`config.mk`:
```
export PLATFORM = sky130hd
export DESIGN_NAME = matmul_tile_controller_flat
export DESIGN_NICKNAME = d
export VERILOG_FILES = /design/src/rtl/matmul_tile_controller_if.sv /design/src/rtl/matmul_tile_controller.sv /design/src/flat_wrapper.sv
export SDC_FILE = /design/constraint.sdc
export NUM_CORES = 1
export LEC_CHECK = 0
export ABC_AREA = 1
export ABC_CLOCK_PERIOD_IN_PS = 1600
export CAP_MARGIN = 10
export CORE_MARGIN = 5
export CORE_UTILIZATION = 35
export CTS_BUF_LIST = sky130_fd_sc_hd__clkbuf_16
export CTS_CLUSTER_SIZE = 40
export DETAILED_ROUTE_END_ITERATION = 10
export GPL_TIMING_DRIVEN = 0
export PLACE_DENSITY = 0.54
export REMOVE_ABC_BUFFERS = 1
export SETUP_SLACK_MARGIN = 0.15
export SLEW_MARGIN = 20
export SYNTH_ARGS = -nofsm -noshare
export SYNTH_HDL_FRONTEND = slang
export SYNTH_SLANG_ARGS = --single-unit
```
`constraint.sdc`:
```
create_clock -name clk -period 1.6 [get_ports clk]
set_clock_uncertainty 0.15 [all_clocks]
set_input_delay 0.24 -clock clk [delete_from_list [all_inputs] [get_ports clk]]
set_output_delay 0.24 -clock clk [all_outputs]
set_load 0.005 [all_outputs]
```
`src/rtl/matmul_tile_controller_if.sv`:
```
// matmul_tile_controller_if: host/datapath bundle for the tile sequencer.
// Ports (slave = controller view):
//   start, num_rows, stall                       -> into the controller
//   busy, load_weight, weight_addr, enable_mult,
//   data_valid, data_addr, result_valid,
//   result_addr, done                            <- out of the controller
interface matmul_tile_controller_if #(
    parameter int MATRIX_SIZE = 2,
    parameter int MAX_ROWS    = 16
);
    localparam int ROW_W = $clog2(MAX_ROWS + 1);
    localparam int WA_W  = (MATRIX_SIZE > 1) ? $clog2(MATRIX_SIZE) : 1;
    logic             start;
    logic [ROW_W-1:0] num_rows;
    logic             stall;
    logic             busy;
    logic             load_weight;
    logic [WA_W-1:0]  weight_addr;
    logic             enable_mult;
    logic             data_valid;
    logic [ROW_W-1:0] data_addr;
    logic             result_valid;
    logic [ROW_W-1:0] result_addr;
    logic             done;
    modport master (
        output start, num_rows, stall,
        input  busy, load_weight, weight_addr, enable_mult, data_valid, data_addr,
               result_valid, result_addr, done
    );
    modport slave (
        input  start, num_rows, stall,
        output busy, load_weight, weight_addr, enable_mult, data_valid, data_addr,
               result_valid, result_addr, done
    );
endinterface

```
`src/rtl/matmul_tile_controller.sv`:
```
// matmul_tile_controller: sequences one weight-stationary tile multiply (load, stream, drain).
// Ports:
//   clk    rising-edge clock
//   reset  synchronous, active-high
//   bus    slave side of matmul_tile_controller_if (command in, array/buffer controls out)
module matmul_tile_controller #(
    parameter int MATRIX_SIZE = 2,
    parameter int DATA_SIZE   = 32,
    parameter int MAX_ROWS    = 16,
    parameter int RESULT_LAT  = 2 * MATRIX_SIZE
) (
    input  logic                     clk,
    input  logic                     reset,
    matmul_tile_controller_if.slave  bus
);
    localparam int ROW_W = $clog2(MAX_ROWS + 1);
    localparam int WA_W  = (MATRIX_SIZE > 1) ? $clog2(MATRIX_SIZE) : 1;
    localparam int CMAX  = (MAX_ROWS > RESULT_LAT) ? ((MAX_ROWS > MATRIX_SIZE) ? MAX_ROWS : MATRIX_SIZE)
                                                   : ((RESULT_LAT > MATRIX_SIZE) ? RESULT_LAT : MATRIX_SIZE);
    localparam int CW    = $clog2(CMAX + 1);

    if (DATA_SIZE < 1 || MATRIX_SIZE < 1 || RESULT_LAT < 2) begin : g_bad_param
        $error("matmul_tile_controller: unsupported parameter set");
    end

    typedef enum logic [2:0] {IDLE, LOAD_W, STREAM, DRAIN, DONE} state_t;

    state_t                      state_q, state_d;
    logic [CW-1:0]               cnt_q, cnt_d;
    logic [ROW_W-1:0]            rows_q, rows_d;
    logic [RESULT_LAT-1:0]       pv_q, pv_d;
    logic [RESULT_LAT*ROW_W-1:0] pa_q, pa_d;
    logic                        en, dv;
    logic [ROW_W-1:0]            da;

    // Stall gates the enables in its own cycle; addresses keep pointing at the held row.
    assign en = (state_q == STREAM || state_q == DRAIN) && !bus.stall;
    assign dv = state_q == STREAM && !bus.stall;
    assign da = (state_q == STREAM) ? ROW_W'(cnt_q) : '0;

    always_ff @(posedge clk) begin
        if (reset) begin
            state_q <= IDLE;
            cnt_q   <= '0;
            rows_q  <= '0;
            pv_q    <= '0;
            pa_q    <= '0;
        end else begin
            state_q <= state_d;
            cnt_q   <= cnt_d;
            rows_q  <= rows_d;
            pv_q    <= pv_d;
            pa_q    <= pa_d;
        end
    end

    always_comb begin
        state_d = state_q;
        cnt_d   = cnt_q;
        rows_d  = rows_q;
        pv_d    = en ? {pv_q[RESULT_LAT-2:0], dv} : pv_q;
        pa_d    = en ? {pa_q[(RESULT_LAT-1)*ROW_W-1:0], da} : pa_q;
        case (state_q)
            IDLE: begin
                if (bus.start) begin
                    rows_d  = (bus.num_rows > ROW_W'(MAX_ROWS)) ? ROW_W'(MAX_ROWS) : bus.num_rows;
                    cnt_d   = '0;
                    state_d = LOAD_W;
                end
            end
            LOAD_W: begin
                if (!bus.stall) begin
                    cnt_d = (cnt_q == CW'(MATRIX_SIZE - 1)) ? '0 : cnt_q + CW'(1);
                    if (cnt_q == CW'(MATRIX_SIZE - 1))
                        state_d = (rows_q == '0) ? DONE : STREAM;
                end
            end
            STREAM: begin
                if (!bus.stall) begin
                    cnt_d = (cnt_q == CW'(rows_q) - CW'(1)) ? '0 : cnt_q + CW'(1);
                    if (cnt_q == CW'(rows_q) - CW'(1))
                        state_d = DRAIN;
                end
            end
            DRAIN: begin
                if (!bus.stall) begin
                    cnt_d = (cnt_q == CW'(RESULT_LAT - 1)) ? '0 : cnt_q + CW'(1);
                    if (cnt_q == CW'(RESULT_LAT - 1))
                        state_d = DONE;
                end
            end
            DONE:    state_d = IDLE;
            default: state_d = IDLE;
        endcase
    end

    assign bus.busy         = state_q != IDLE;
    assign bus.load_weight  = state_q == LOAD_W && !bus.stall;
    assign bus.weight_addr  = (state_q == LOAD_W) ? WA_W'(MATRIX_SIZE - 1) - WA_W'(cnt_q) : '0;
    assign bus.enable_mult  = en;
    assign bus.data_valid   = dv;
    assign bus.data_addr    = da;
    assign bus.result_valid = pv_q[RESULT_LAT-1] && en;
    assign bus.result_addr  = pv_q[RESULT_LAT-1] ? pa_q[RESULT_LAT*ROW_W-1 -: ROW_W] : '0;
    assign bus.done         = state_q == DONE;
endmodule

```
`src/flat_wrapper.sv`:
```
// flat-port wrapper written by rule: the top's interface ports become plain ports
module matmul_tile_controller_flat 
#(
    parameter int MATRIX_SIZE = 2,
    parameter int DATA_SIZE   = 32,
    parameter int MAX_ROWS    = 16,
    parameter int RESULT_LAT  = 2 * MATRIX_SIZE
)
  (clk, reset, bus_start, bus_num_rows, bus_stall, bus_busy, bus_load_weight, bus_weight_addr, bus_enable_mult, bus_data_valid, bus_data_addr, bus_result_valid, bus_result_addr, bus_done);
  matmul_tile_controller_if #(.MATRIX_SIZE(MATRIX_SIZE), .MAX_ROWS(MAX_ROWS)) bus_i ();
  input  logic clk;
  input  logic reset;
  input wire logic [$bits(bus_i.start)-1:0] bus_start;
  input wire logic [$bits(bus_i.num_rows)-1:0] bus_num_rows;
  input wire logic [$bits(bus_i.stall)-1:0] bus_stall;
  output wire logic [$bits(bus_i.busy)-1:0] bus_busy;
  output wire logic [$bits(bus_i.load_weight)-1:0] bus_load_weight;
  output wire logic [$bits(bus_i.weight_addr)-1:0] bus_weight_addr;
  output wire logic [$bits(bus_i.enable_mult)-1:0] bus_enable_mult;
  output wire logic [$bits(bus_i.data_valid)-1:0] bus_data_valid;
  output wire logic [$bits(bus_i.data_addr)-1:0] bus_data_addr;
  output wire logic [$bits(bus_i.result_valid)-1:0] bus_result_valid;
  output wire logic [$bits(bus_i.result_addr)-1:0] bus_result_addr;
  output wire logic [$bits(bus_i.done)-1:0] bus_done;
  assign bus_i.start = bus_start;
  assign bus_i.num_rows = bus_num_rows;
  assign bus_i.stall = bus_stall;
  assign bus_busy = bus_i.busy;
  assign bus_load_weight = bus_i.load_weight;
  assign bus_weight_addr = bus_i.weight_addr;
  assign bus_enable_mult = bus_i.enable_mult;
  assign bus_data_valid = bus_i.data_valid;
  assign bus_data_addr = bus_i.data_addr;
  assign bus_result_valid = bus_i.result_valid;
  assign bus_result_addr = bus_i.result_addr;
  assign bus_done = bus_i.done;
  matmul_tile_controller #(.MATRIX_SIZE(MATRIX_SIZE), .DATA_SIZE(DATA_SIZE), .MAX_ROWS(MAX_ROWS), .RESULT_LAT(RESULT_LAT)) u_core (.clk(clk), .reset(reset), .bus(bus_i));
endmodule
```
# After elaboration in Yosys (flattened, before gate mapping)
# Cells that the tools add are included.
[classes] n_reduce_logical=13 order_cmp=1 n_addsub=3 eq_ne=14 muxes=21
[op_table] op="$mux 5" n=10
[op_table] op="$mux 3" n=8
[op_table] op="$pmux 5 s4" n=1
[op_table] op="$ne 2x2->1 const B" n=6
[op_table] op="$pmux 3 s4" n=1
[op_table] op="$reduce_and 7->1" n=1
[op_table] op="$eq 3x2->1 const B" n=2
[op_table] op="$add 5x1->5 const B" n=1
[op_table] op="$eq 5x1->1 const B" n=1
[op_table] op="$eq 5x2->1 const B" n=1
[op_table] op="$eq 5x5->1" n=1
[op_table] op="$gt 5x5->1 const B" n=1
[op_table] op="$logic_not 5->1" n=1
[op_table] op="$reduce_and 5->1" n=1
[op_table] op="$sub 5x1->5 const B" n=1
[op_table] op="$logic_and 1x1->1" n=4
[op_table] op="$reduce_bool 4->1" n=1
[op_table] op="$eq 3x1->1 const B" n=1
[op_table] op="$eq 3x3->1 const B" n=1
[op_table] op="$logic_not 3->1" n=1
[op_table] op="$reduce_bool 3->1" n=1
[op_table] op="$ne 2x1->1 const B" n=1
[op_table] op="$reduce_and 2->1" n=1
[op_table] op="$logic_not 1->1" n=1
[op_table] op="other kinds (3)" n=3
[word_totals] inputBits=9 wordCells=57 ff_bits=37

# Longest topological paths before layout
# Gate-level depths: netlist (run 1).
[depth] depth_word=5 ltp_mapped=13

# Least setup slack after synthesis (run 1)
# OpenSTA, ideal clock, no wires.
[synth_timing] path_type="register to register" from="reg u_core.rows_q[0]" to="reg u_core.state_q[0]" synth_period_minus_slack_ns=1.617 arrival_time_ns=1.355 required_time_ns=1.337 setup_ns=0.113 path_buffers=0 slack_ns=-0.017 path_stages_with_launch=11 path_cell_list="dfxtp_1 > inv_1 > ha_1 > xor2_1 > nand2_1 > nor2_1 > nand3_1 > nand2_2 > nand3_2 > nor2_1 > nor2_1"
[synth_via] elab_chain_len=4
[synth_lines] element="start: declaration" line="matmul_tile_controller.sv:30" source="logic [ROW_W-1:0] rows_q, rows_d;"
[synth_lines] element="start signal: assignment" line="matmul_tile_controller.sv:51" source="rows_q <= rows_d;"
[synth_lines] element="$sub 5x1->5" line="matmul_tile_controller.sv:81" source="if (cnt_q == CW'(rows_q) - CW'(1))"
[synth_lines] element="$eq 5x5->1" line="matmul_tile_controller.sv:81"
[synth_lines] element="$ne 2x2->1 (no source line)"
[synth_lines] element="$reduce_and 7->1 (no source line)"
[synth_lines] element="end signal: assignment" line="matmul_tile_controller.sv:49" source="state_q <= state_d;"
[synth_lines] element="end: declaration" line="matmul_tile_controller.sv:28" source="state_t state_q, state_d;"
# No other way between the ends.
# A chain may end at the register's enable or synchronous reset.

# Final worst setup path (run 1)
[layout_timing] from="reg u_core.state_q[1]" to="out bus_result_valid"
[layout_via] elab_chain_len=4 word_cells_on_any_way=5 cone_classes="eq/ne: 2; reduce/logical: 3"
[layout_lines] element="$eq 3x2->1" line="matmul_tile_controller.sv:37" source="assign en = (state_q == STREAM || state_q == DRAIN) && !bus.stall;"
[layout_lines] element="$logic_or 1x1->1 (*)" line="matmul_tile_controller.sv:37"
[layout_lines] element="$logic_and 1x1->1 (*)" line="matmul_tile_controller.sv:37"
[layout_lines] element="$logic_and 1x1->1 (*)" line="matmul_tile_controller.sv:103" source="assign bus.result_valid = pv_q[RESULT_LAT-1] && en;"
[layout_lines] element="end: declaration" line="flat_wrapper.sv:22" source="output wire logic [$bits(bus_i.result_valid)-1:0] bus_result_valid;"
# Mark *: on every way between the ends. The rest lies on a longest branch, timed or not.

==> flow_summary.json, run 1 <==
{
  "wl_met2_um": 2400,
  "rr_startpoint": "u_core.rows_q[0]$_SDFFE_PP0P_",
  "numCtsBuffers": 5,
  "grt_setup_unrepaired": "true",
  "h-tree-depth": 2,
  "drt-met1-wl_um": 2580,
  "layout_commonest_cell": "nand2_1",
  "grt_usage": 0.166,
  "rows": 25,
  "max_stage_delay_ps": 370,
  "antenna_found_initial": 0,
  "dr_total_vias": 1856,
  "fin_crit_sh": 1.07,
  "drv_cap": 0,
  "clkPwrFrac": 0.227,
  "hold-path-endpoint": "u_core.pa_q[0]$_SDFFE_PP0P_",
  "synth_cells": 265,
  "ys_seq_elements": 37,
  "post_drt_wl_per_cell_um": 13.4,
  "maxSlewViolCount": 0,
  "peakVddDrop_mv": 0.651,
  "final_area_um2": 2860,
  "postSynthAreaPerCell_um2": 6.65,
  "pre_cts_slack_ps": -1370,
  "root_buffer": "clkbuf_16",
  "p_sw_mw": 1.56,
  "drive_above_1_share": 0.387,
  "ys_warn_count": 0,
  "hpwl_um": 2780,
  "p_int_mw": 2.55,
  "postRouteAntennaNets": 0,
  "seqCellArea_um2": 757,
  "swShare": 0.380,
  "period_needed_ps": 1710,
  "core_um2": 4820,
  "drtIter0Drc": 111,
  "power_density_nw_per_um2": 1440,
  "syn_area_um2": 1760,
  "dieArea_um2": 6560,
  "fillCellCount": 454,
  "crit_path_max_fanout": 5,
  "hold_viol_final": 0,
  "grt_pass1_vias": 1789,
  "finalNetCount": 338,
  "place.gp.congestion": 0.812,
  "multi_input_area_um2": 1140,
  "top_layer_used": "met4",
  "grt_overflow": 0,
  "io_pins": 26,
  "cts_sinks": 37,
  "hold_path_depth": 2,
  "synthDistinctLibCells": 22,
  "wirelength_um": 5260,
  "r2r_slack_ps": -110,
  "crit_path_frequent_cell": "buf_6",
  "power.leakage_nw": 1.26,
  "area_growth_pct": 62.4,
  "via_per_inst": 4.72,
  "final_cell_mix": "nand2_1 (51), nor2_1 (30), dfxtp_1 (30), inv_1 (19)",
  "grt_pass1_wl_um": 8260,
  "crit_family": "buffers and inverters",
  "r2r-end": "u_core.state_q[0]$_SDFFE_PP0P_",
  "crit_slowest_cell": "dfxtp_4",
  "antenna_cells": 0,
  "worstMarginPinSlew_ps": 446,
  "slew-limit-headroom": 0.703,
  "first_pass_iters": 4,
  "p_seq_frac": 0.309,
  "violations": "negative setup slack",
  "path_class": "reg2out",
  "run_status": "complete, but fails checks",
  "arrival_ps": 1320,
  "crit_buf_inv": 5,
  "min_from": "u_core.pa_q[0]$_SDFFE_PP0P_",
  "start_util": 0.366,
  "die-height_um": 81.0,
  "grt_max_degree": 17,
  "cts_tree": "yes",
  "combinationalPowerShare": 0.464,
  "drc": 0,
  "r2r_cells": 11,
  "path_cells": "inv_6 -> nor3_4 -> buf_6 -> buf_6 -> inv_8 -> nor2_4 -> buf_2",
  "fin_ws_ps": -115,
  "synth_seq_area_share": 0.420,
  "wl_met3_um": 191,
  "worstSetupStartpointType": "register",
  "min_path_type": "reg2reg",
  "cts.path.max_buffers": 2,
  "dpl-instance-area_um2": 2070,
  "die_w_um": 81.0,
  "clk_pin_slew_ps": 60,
  "finalSetupViolations": 21,
  "crit_path_end_kind": "primary output",
  "finalSetupTns_ps": -1100,
  "clock_latency_ps": 280,
  "portBuffers": 25,
  "fmax_mhz": 583,
  "crit_required_ps": 1210
}
## cell usage after synthesis (all sizes together)
cell     n  area, um2
nor2    59        229
nand2   58        223
dfxtp   37        741
inv     31        116
o21ai   21        105
a21oi   18       90.1
nand3   16       85.1
clkbuf   6       22.5
nor3     5       30.0
xor2     4       35.0
ha       3       37.5
buf      2       10.0
a211oi   1       7.51
a22oi    1       7.51
nand4    1       6.26
o41ai    1       8.76
xnor2    1       8.76
## power by group through the flow
stage          clock (mW)  combinational (mW)  sequential (mW)
2_1_floorplan           0               0.769             1.21
3_3_place_gp            0                1.07             1.24
3_5_place_dp            0                1.08             1.24
4_1_cts             0.952                1.60             1.24
5_1_grt              1.00                2.09             1.29
6_report            0.933                1.91             1.27
## metrics by stage
step	hold WS [ps]	power (mW)	util	cells
6_report	325	4.11	0.594	393
5_1_grt	354	4.38	0.594	393
4_1_cts	313	3.79	0.533	381
3_5_place_dp	305	2.32	0.430	349
3_3_place_gp	304	2.31	0.429	349
2_1_floorplan	159	1.97	-	257
## metal layers
metal  vias up  global-route usage
li1        960                   -
met1       859               0.218
met2        30               0.262
met3         7              0.0410
met4         0              0.0608
met5         -                   0
## layout make-up
| cell class | instances | share of cell area |
|---|---|---|
| Inverter | 31 | 0.0463 |
| Multi-Input combinational cell | 190 | 0.397 |
| Clock buffer | 5 | 0.0437 |
| Timing Repair Buffer | 58 | 0.203 |
| Tap cell | 67 | 0.0293 |
| Clock inverter | 2 | 0.00393 |
| Sequential cell | 37 | 0.264 |
| Timing Repair inverter | 3 | 0.0122 |
## cell families (layout without fill, tap and decap cells)
| family | after synthesis | in the layout | share of synthesized area |
|---|---|---|---|
| AO/OA/AOI/OAI | 42 | 42 | 0.124 |
| buffers and inverters | 39 | 99 | 0.0845 |
| XOR/XNOR | 5 | 5 | 0.0248 |
| flip-flops | 37 | 37 | 0.420 |
| adder cells (fa/ha/maj) | 3 | 3 | 0.0213 |
| AND/OR/NAND/NOR | 139 | 140 | 0.325 |
## registers in the layout (all words and copies together) (netlist names)
| register | flops |
|---|---|
| u_core.pa_q | 20 |
| u_core.pv_q | 4 |
| u_core.rows_q | 5 |
| u_core.state_q | 3 |
| u_core.cnt_q | 5 |
## how the worst max path moves through the flow
stage / from / endpoint / cells past startpoint
floorplan: u_core.state_q[2]$_SDFFE_PP0P_ / bus_result_valid / 3
global placement: bus_stall / bus_result_valid / 5
detailed placement: bus_stall / bus_result_valid / 5
CTS: u_core.rows_q[0]$_SDFFE_PP0P_ / u_core.state_q[0]$_SDFFE_PP0P_ / 11
global route: u_core.rows_q[0]$_SDFFE_PP0P_ / u_core.state_q[0]$_SDFFE_PP0P_ / 11
finish: u_core.state_q[1]$_SDFFE_PP0P_ / bus_result_valid / 7
## what timing repair did
action	in CTS	in global routing
gates resized for setup	126	58
hold buffers	0	0
setup buffers	22	9
pin swaps	18	17
endpoints found under the setup margin	54	51
gates cloned	3	3
## worst reg2reg max path, cell delays in order (launching register included)
cell	delay (ps)
dfxtp_2	330
inv_2	50
ha_4	250
xor2_1	140
nand2_1	60
nor2_1	110
nand3_1	110
nand2_2	150
nand3_4	110
nand2_1	80
nand2_1	50
nor2_1	70
Note: power is estimated with default switching activity, not from simulation.
==> run 2: changes to the inputs <==
- ABC_CLOCK_PERIOD_IN_PS: 1600 -> 2200
- CORE_MARGIN: 5 -> 2
- PLACE_DENSITY: 0.54 -> 0.52
- clock period: 1.6 -> 2.2 ns (I/O delays scaled with it)
==> flow_summary.json, run 2 (synthesis results as in run 1) <==
{
  "clk_pin_slew_ps": 50,
  "p_sw_mw": 0.912,
  "final_cell_mix": "nand2_1 (55), nor2_1 (52), dfxtp_1 (33), inv_1 (23), o21ai_0 (21)",
  "grt_setup_unrepaired": "true",
  "layout_commonest_cell": "nand2_1",
  "finalSetupTns_ps": 0,
  "postRouteAntennaNets": 0,
  "die-height_um": 75.0,
  "antenna_cells": 0,
  "peakVddDrop_mv": 0.425,
  "cts_sinks": 37,
  "cts.path.max_buffers": 2,
  "maxSlewViolCount": 0,
  "rows": 25,
  "grt_pass1_wl_um": 6920,
  "antenna_found_initial": 0,
  "grt_pass1_vias": 1490,
  "io_pins": 26,
  "largestRegisters": "u_core.pa_q x20, u_core.cnt_q x5, u_core.rows_q x5",
  "hold_viol_final": 0,
  "largest_reg_flops": 20,
  "finalNetCount": 311,
  "fin_ws_ps": 137,
  "drtIter0Drc": 89,
  "root_buffer": "clkbuf_16",
  "via_per_inst": 4.70,
  "place.gp.congestion": 0.780,
  "arrival_ps": 1580,
  "drive_above_1_share": 0.147,
  "dieArea_um2": 5620,
  "start_util": 0.368,
  "period_needed_ps": 2060,
  "h-tree-depth": 2,
  "combinationalPowerShare": 0.367,
  "finalSetupViolations": 0,
  "post_drt_wl_per_cell_um": 11.6,
  "final_area_um2": 2370,
  "slew-limit-headroom": 0.483,
  "power_density_nw_per_um2": 1050,
  "clkPwrFrac": 0.270,
  "pre_cts_slack_ps": -924,
  "portBuffers": 25,
  "drc": 0,
  "die_w_um": 75.0,
  "fin_hold_ws_ps": 312,
  "worstMarginPinSlew_ps": 775,
  "run_status": "complete, no violations",
  "numCtsBuffers": 5,
  "crit_path_end_kind": "primary output",
  "min_path_type": "reg2reg",
  "fin_crit_sh": 0.938,
  "cts_tree": "yes",
  "path_class": "reg2out",
  "clock_latency_ps": 270,
  "r2r_slack_ps": 390,
  "swShare": 0.366,
  "wirelength_um": 4270,
  "worstSetupStartpointType": "register",
  "crit_path_max_fanout": 8,
  "grt_overflow": 0,
  "final_cells": 367,
  "dp_cells": 349,
  "dpl-instance-area_um2": 2070,
  "crit_required_ps": 1720,
  "drv_cap": 0,
  "area_growth_pct": 34.2,
  "hold_buffers": 0,
  "power.leakage_nw": 1.10,
  "grt_usage": 0.164,
  "fmax_mhz": 485,
  "p_int_mw": 1.58,
  "largest-register": "u_core.pa_q",
  "grt_max_degree": 27,
  "p_seq_frac": 0.363,
  "dr_total_vias": 1724,
  "hpwl_um": 2730,
  "first_pass_iters": 4,
  "core_um2": 4790
}
run 2: layout make-up:
cell class | count | area (um2)
inverter | 31 | 128
timing repair buffer | 33 | 329
tap | 67 | 83.8
fill | 519 | 2420
timing repair inverter | 1 | 7.51
multi-input combinational | 190 | 928
clock inverter | 3 | 13.8
clock buffer | 5 | 125
sequential | 37 | 751
run 2: path summary, 6_finish.rpt:
check	startpoint	to	cells past startpoint
setup / recovery	u_core.state_q[2]$_SDFFE_PP0P_	bus_data_valid	4
setup reg to reg	u_core.rows_q[0]$_SDFFE_PP0P_	u_core.state_q[1]$_SDFFE_PP0P_	13
hold / removal	u_core.pa_q[0]$_SDFFE_PP0P_	u_core.pa_q[0]$_SDFFE_PP0P_	2
hold reg to reg	u_core.pa_q[0]$_SDFFE_PP0P_	u_core.pa_q[0]$_SDFFE_PP0P_	2
run 2: repair_timing:
action,CTS,global route
resized for setup,23,11
gates cloned,1,1
setup buffers,6,2
pin swaps,2,2
setup endpoints to repair,34,31
run 2: stage by stage:
stage	total power, mW	util
after floorplan	1.44	-
after global placement	1.67	0.431
after detailed placement	1.69	0.433
after CTS	2.50	0.486
after global routing	2.69	0.494
final	2.49	0.494
run 2: power by group through the flow:
| stage | combinational (mW) | sequential (mW) | clock (mW) |
|---|---|---|---|
| after global placement | 0.775 | 0.899 | 0 |
| final | 0.915 | 0.906 | 0.673 |
| after floorplan | 0.559 | 0.877 | 0 |
| after detailed placement | 0.785 | 0.901 | 0 |
| after global routing | 1.04 | 0.923 | 0.725 |
| after CTS | 0.895 | 0.905 | 0.696 |
run 2: metal layers:
| metal | global-route usage | wire length (um) | vias to the layer above |
|---|---|---|---|
| li1 | - | - | 910 |
| met1 | 0.235 | 2220 | 789 |
| met2 | 0.246 | 1880 | 23 |
| met3 | 0.0402 | 144 | 2 |
| met4 | 0.0476 | 32 | 0 |
| met5 | 0 | 0 | - |
run 2: worst max-delay path: stages, from the launching register on:
cell	delay [ps]
dfxtp_4	390
nor2_4	120
nand2_4	110
nor2_1	170
clkdlybuf4s50_1	520
==> run 3: changes to the inputs <==
- PLACE_DENSITY: 0.52 -> not set
==> flow_summary.json, run 3 (synthesis results as in run 1) <==
{
  "area_growth_pct": 38.8,
  "hold_viol_final": 0,
  "p_sw_mw": 0.950,
  "antenna_cells": 0,
  "r2r_cells": 12,
  "hpwl_um": 2620,
  "seqCellArea_um2": 751,
  "fmax_mhz": 488,
  "finalPower_mw": 2.67,
  "place.gp.congestion": 0.793,
  "clkPwrFrac": 0.305,
  "finalNetCount": 317,
  "crit_path_end_kind": "primary output",
  "dieArea_um2": 5620,
  "period_needed_ps": 2050,
  "final_cells": 373,
  "cts_tree": "yes",
  "swShare": 0.356,
  "largestRegisters": "u_core.pa_q x20, u_core.cnt_q x5, u_core.rows_q x5",
  "dr_total_vias": 1799,
  "worstMarginPinSlew_ps": 742,
  "die_w_um": 75.0,
  "antenna_found_initial": 0,
  "worstSetupStartpointType": "register",
  "crit_slowest_cell": "clkdlybuf4s50_1",
  "r2r-end": "u_core.cnt_q[2]$_SDFFE_PP0P_",
  "power_density_nw_per_um2": 1090,
  "cts_sinks": 37,
  "grt_overflow": 0,
  "numCtsBuffers": 5,
  "portBuffers": 25,
  "rows": 25,
  "grt_max_degree": 24,
  "arrival_ps": 1570,
  "first_pass_iters": 5,
  "die-height_um": 75.0,
  "p_seq_frac": 0.337,
  "largest_reg_flops": 20,
  "power.leakage_nw": 1.15,
  "crit_end": "bus_weight_addr",
  "final_cell_mix": "nand2_1 (55), nor2_1 (50), dfxtp_1 (33), inv_1 (22), o21ai_0 (21)",
  "multi_input_area_um2": 948,
  "largest-register": "u_core.pa_q",
  "io_pins": 26,
  "post_drt_wl_per_cell_um": 12.0,
  "max_stage_delay_ps": 500,
  "pre_cts_slack_ps": -926,
  "rr_startpoint": "u_core.rows_q[0]$_SDFFE_PP0P_",
  "drtIter0Drc": 95,
  "min_path_type": "reg2reg",
  "maxSlewViolCount": 0,
  "dpl-instance-area_um2": 2070,
  "fillCellCount": 472,
  "root_buffer": "clkbuf_16",
  "grt_pass1_vias": 1601,
  "final_area_um2": 2450,
  "path_class": "reg2out",
  "run_status": "complete, no violations",
  "crit_path_max_fanout": 3,
  "combinationalPowerShare": 0.358,
  "grt_usage": 0.176,
  "h-tree-depth": 2,
  "peakVddDrop_mv": 0.477,
  "wirelength_um": 4490,
  "p_int_mw": 1.72,
  "grt_pass1_wl_um": 7380,
  "drive_above_1_share": 0.167,
  "finalSetupViolations": 0,
  "via_per_inst": 4.82,
  "clk_pin_slew_ps": 60,
  "start_util": 0.368,
  "core_um2": 4790,
  "dp_cells": 349,
  "clock_latency_ps": 280,
  "r2r_slack_ps": 330,
  "crit_required_ps": 1720,
  "fin_crit_sh": 0.931,
  "finalSetupTns_ps": 0,
  "path_cells": "buf_4 -> nor3_4 -> inv_2 -> nor2_1 -> clkdlybuf4s50_1",
  "slew-limit-headroom": 0.504,
  "crit_path_start": "u_core.state_q[1]$_SDFFE_PP0P_",
  "grt_setup_unrepaired": "true",
  "drc": 0,
  "cts.path.max_buffers": 2,
  "layout_commonest_cell": "nand2_1",
  "drv_cap": 0,
  "postRouteAntennaNets": 0,
  "fin_ws_ps": 152
}
run 3: changes by cell type in the layout (fill, tap and decap cells not counted), moves of 2 or more:
cell,before,now
dlymetal6s2s_1,3,5
clkinv_2,2,0
nor2_1,52,50
buf_4,5,12
nor2_4,2,5
run 3: layout make-up:
| class | instances | area share |
|---|---|---|
| Clock buffer | 5 | 0.0511 |
| Inverter | 31 | 0.0521 |
| Multi-Input combinational cell | 190 | 0.388 |
| Timing Repair Buffer | 38 | 0.148 |
| Clock inverter | 3 | 0.0169 |
| Sequential cell | 37 | 0.307 |
| Timing Repair inverter | 2 | 0.00358 |
| Tap cell | 67 | 0.0343 |
run 3: what timing repair did:
item,in CTS,in global routing
hold buffers,0,0
resized for setup,23,12
pin swaps,3,2
setup endpoints to repair,34,30
hold endpoints to repair,0,0
buffers inserted,9,4
gates cloned,2,1
run 3: per-stage QoR:
step / util / hold WS (ps)
final: 0.511 / 314
after global routing: 0.511 / 351
after CTS: 0.496 / 312
after detailed placement: 0.433 / 306
after global placement: 0.431 / 303
after floorplan: - / 249
run 3: worst min path at each step:
stage,cells past startpoint,endpoint,start,slack [ps]
3_5_place_dp,2,u_core.pa_q[2]$_SDFFE_PP0P_,u_core.pa_q[2]$_SDFFE_PP0P_,310
2_1_floorplan,1,u_core.cnt_q[1]$_SDFFE_PP0P_,reset,250
3_3_place_gp,2,u_core.pa_q[4]$_SDFFE_PP0P_,u_core.pa_q[4]$_SDFFE_PP0P_,300
6_report,2,u_core.pa_q[0]$_SDFFE_PP0P_,u_core.pa_q[0]$_SDFFE_PP0P_,310
5_1_grt,2,u_core.pa_q[4]$_SDFFE_PP0P_,u_core.pa_q[4]$_SDFFE_PP0P_,350
4_1_cts,2,u_core.pa_q[2]$_SDFFE_PP0P_,u_core.pa_q[2]$_SDFFE_PP0P_,310
run 3: per-layer routing:
metal  GRT usage  vias up  share of wire
li1            -      919              -
met1       0.244      836           0.48
met2       0.268       39           0.46
met3      0.0321        5          0.050
met4      0.0774        0          0.013
met5           0        -              0
run 3: power groups by stage:
stage                     logic, mW  registers [mW]  clock network (mW)
after floorplan               0.559           0.877                   0
after global placement        0.764           0.897                   0
after detailed placement      0.776           0.899                   0
after CTS                     0.911           0.897               0.828
after global routing           1.07           0.918               0.853
final                         0.957           0.900               0.813
run 3: critical path, delay by kind of cell (launching register included):
family | cells | cell delay [ps]
buffers and inverters | 3 | 710
flip-flops | 1 | 350
AND/OR/NAND/NOR | 2 | 220
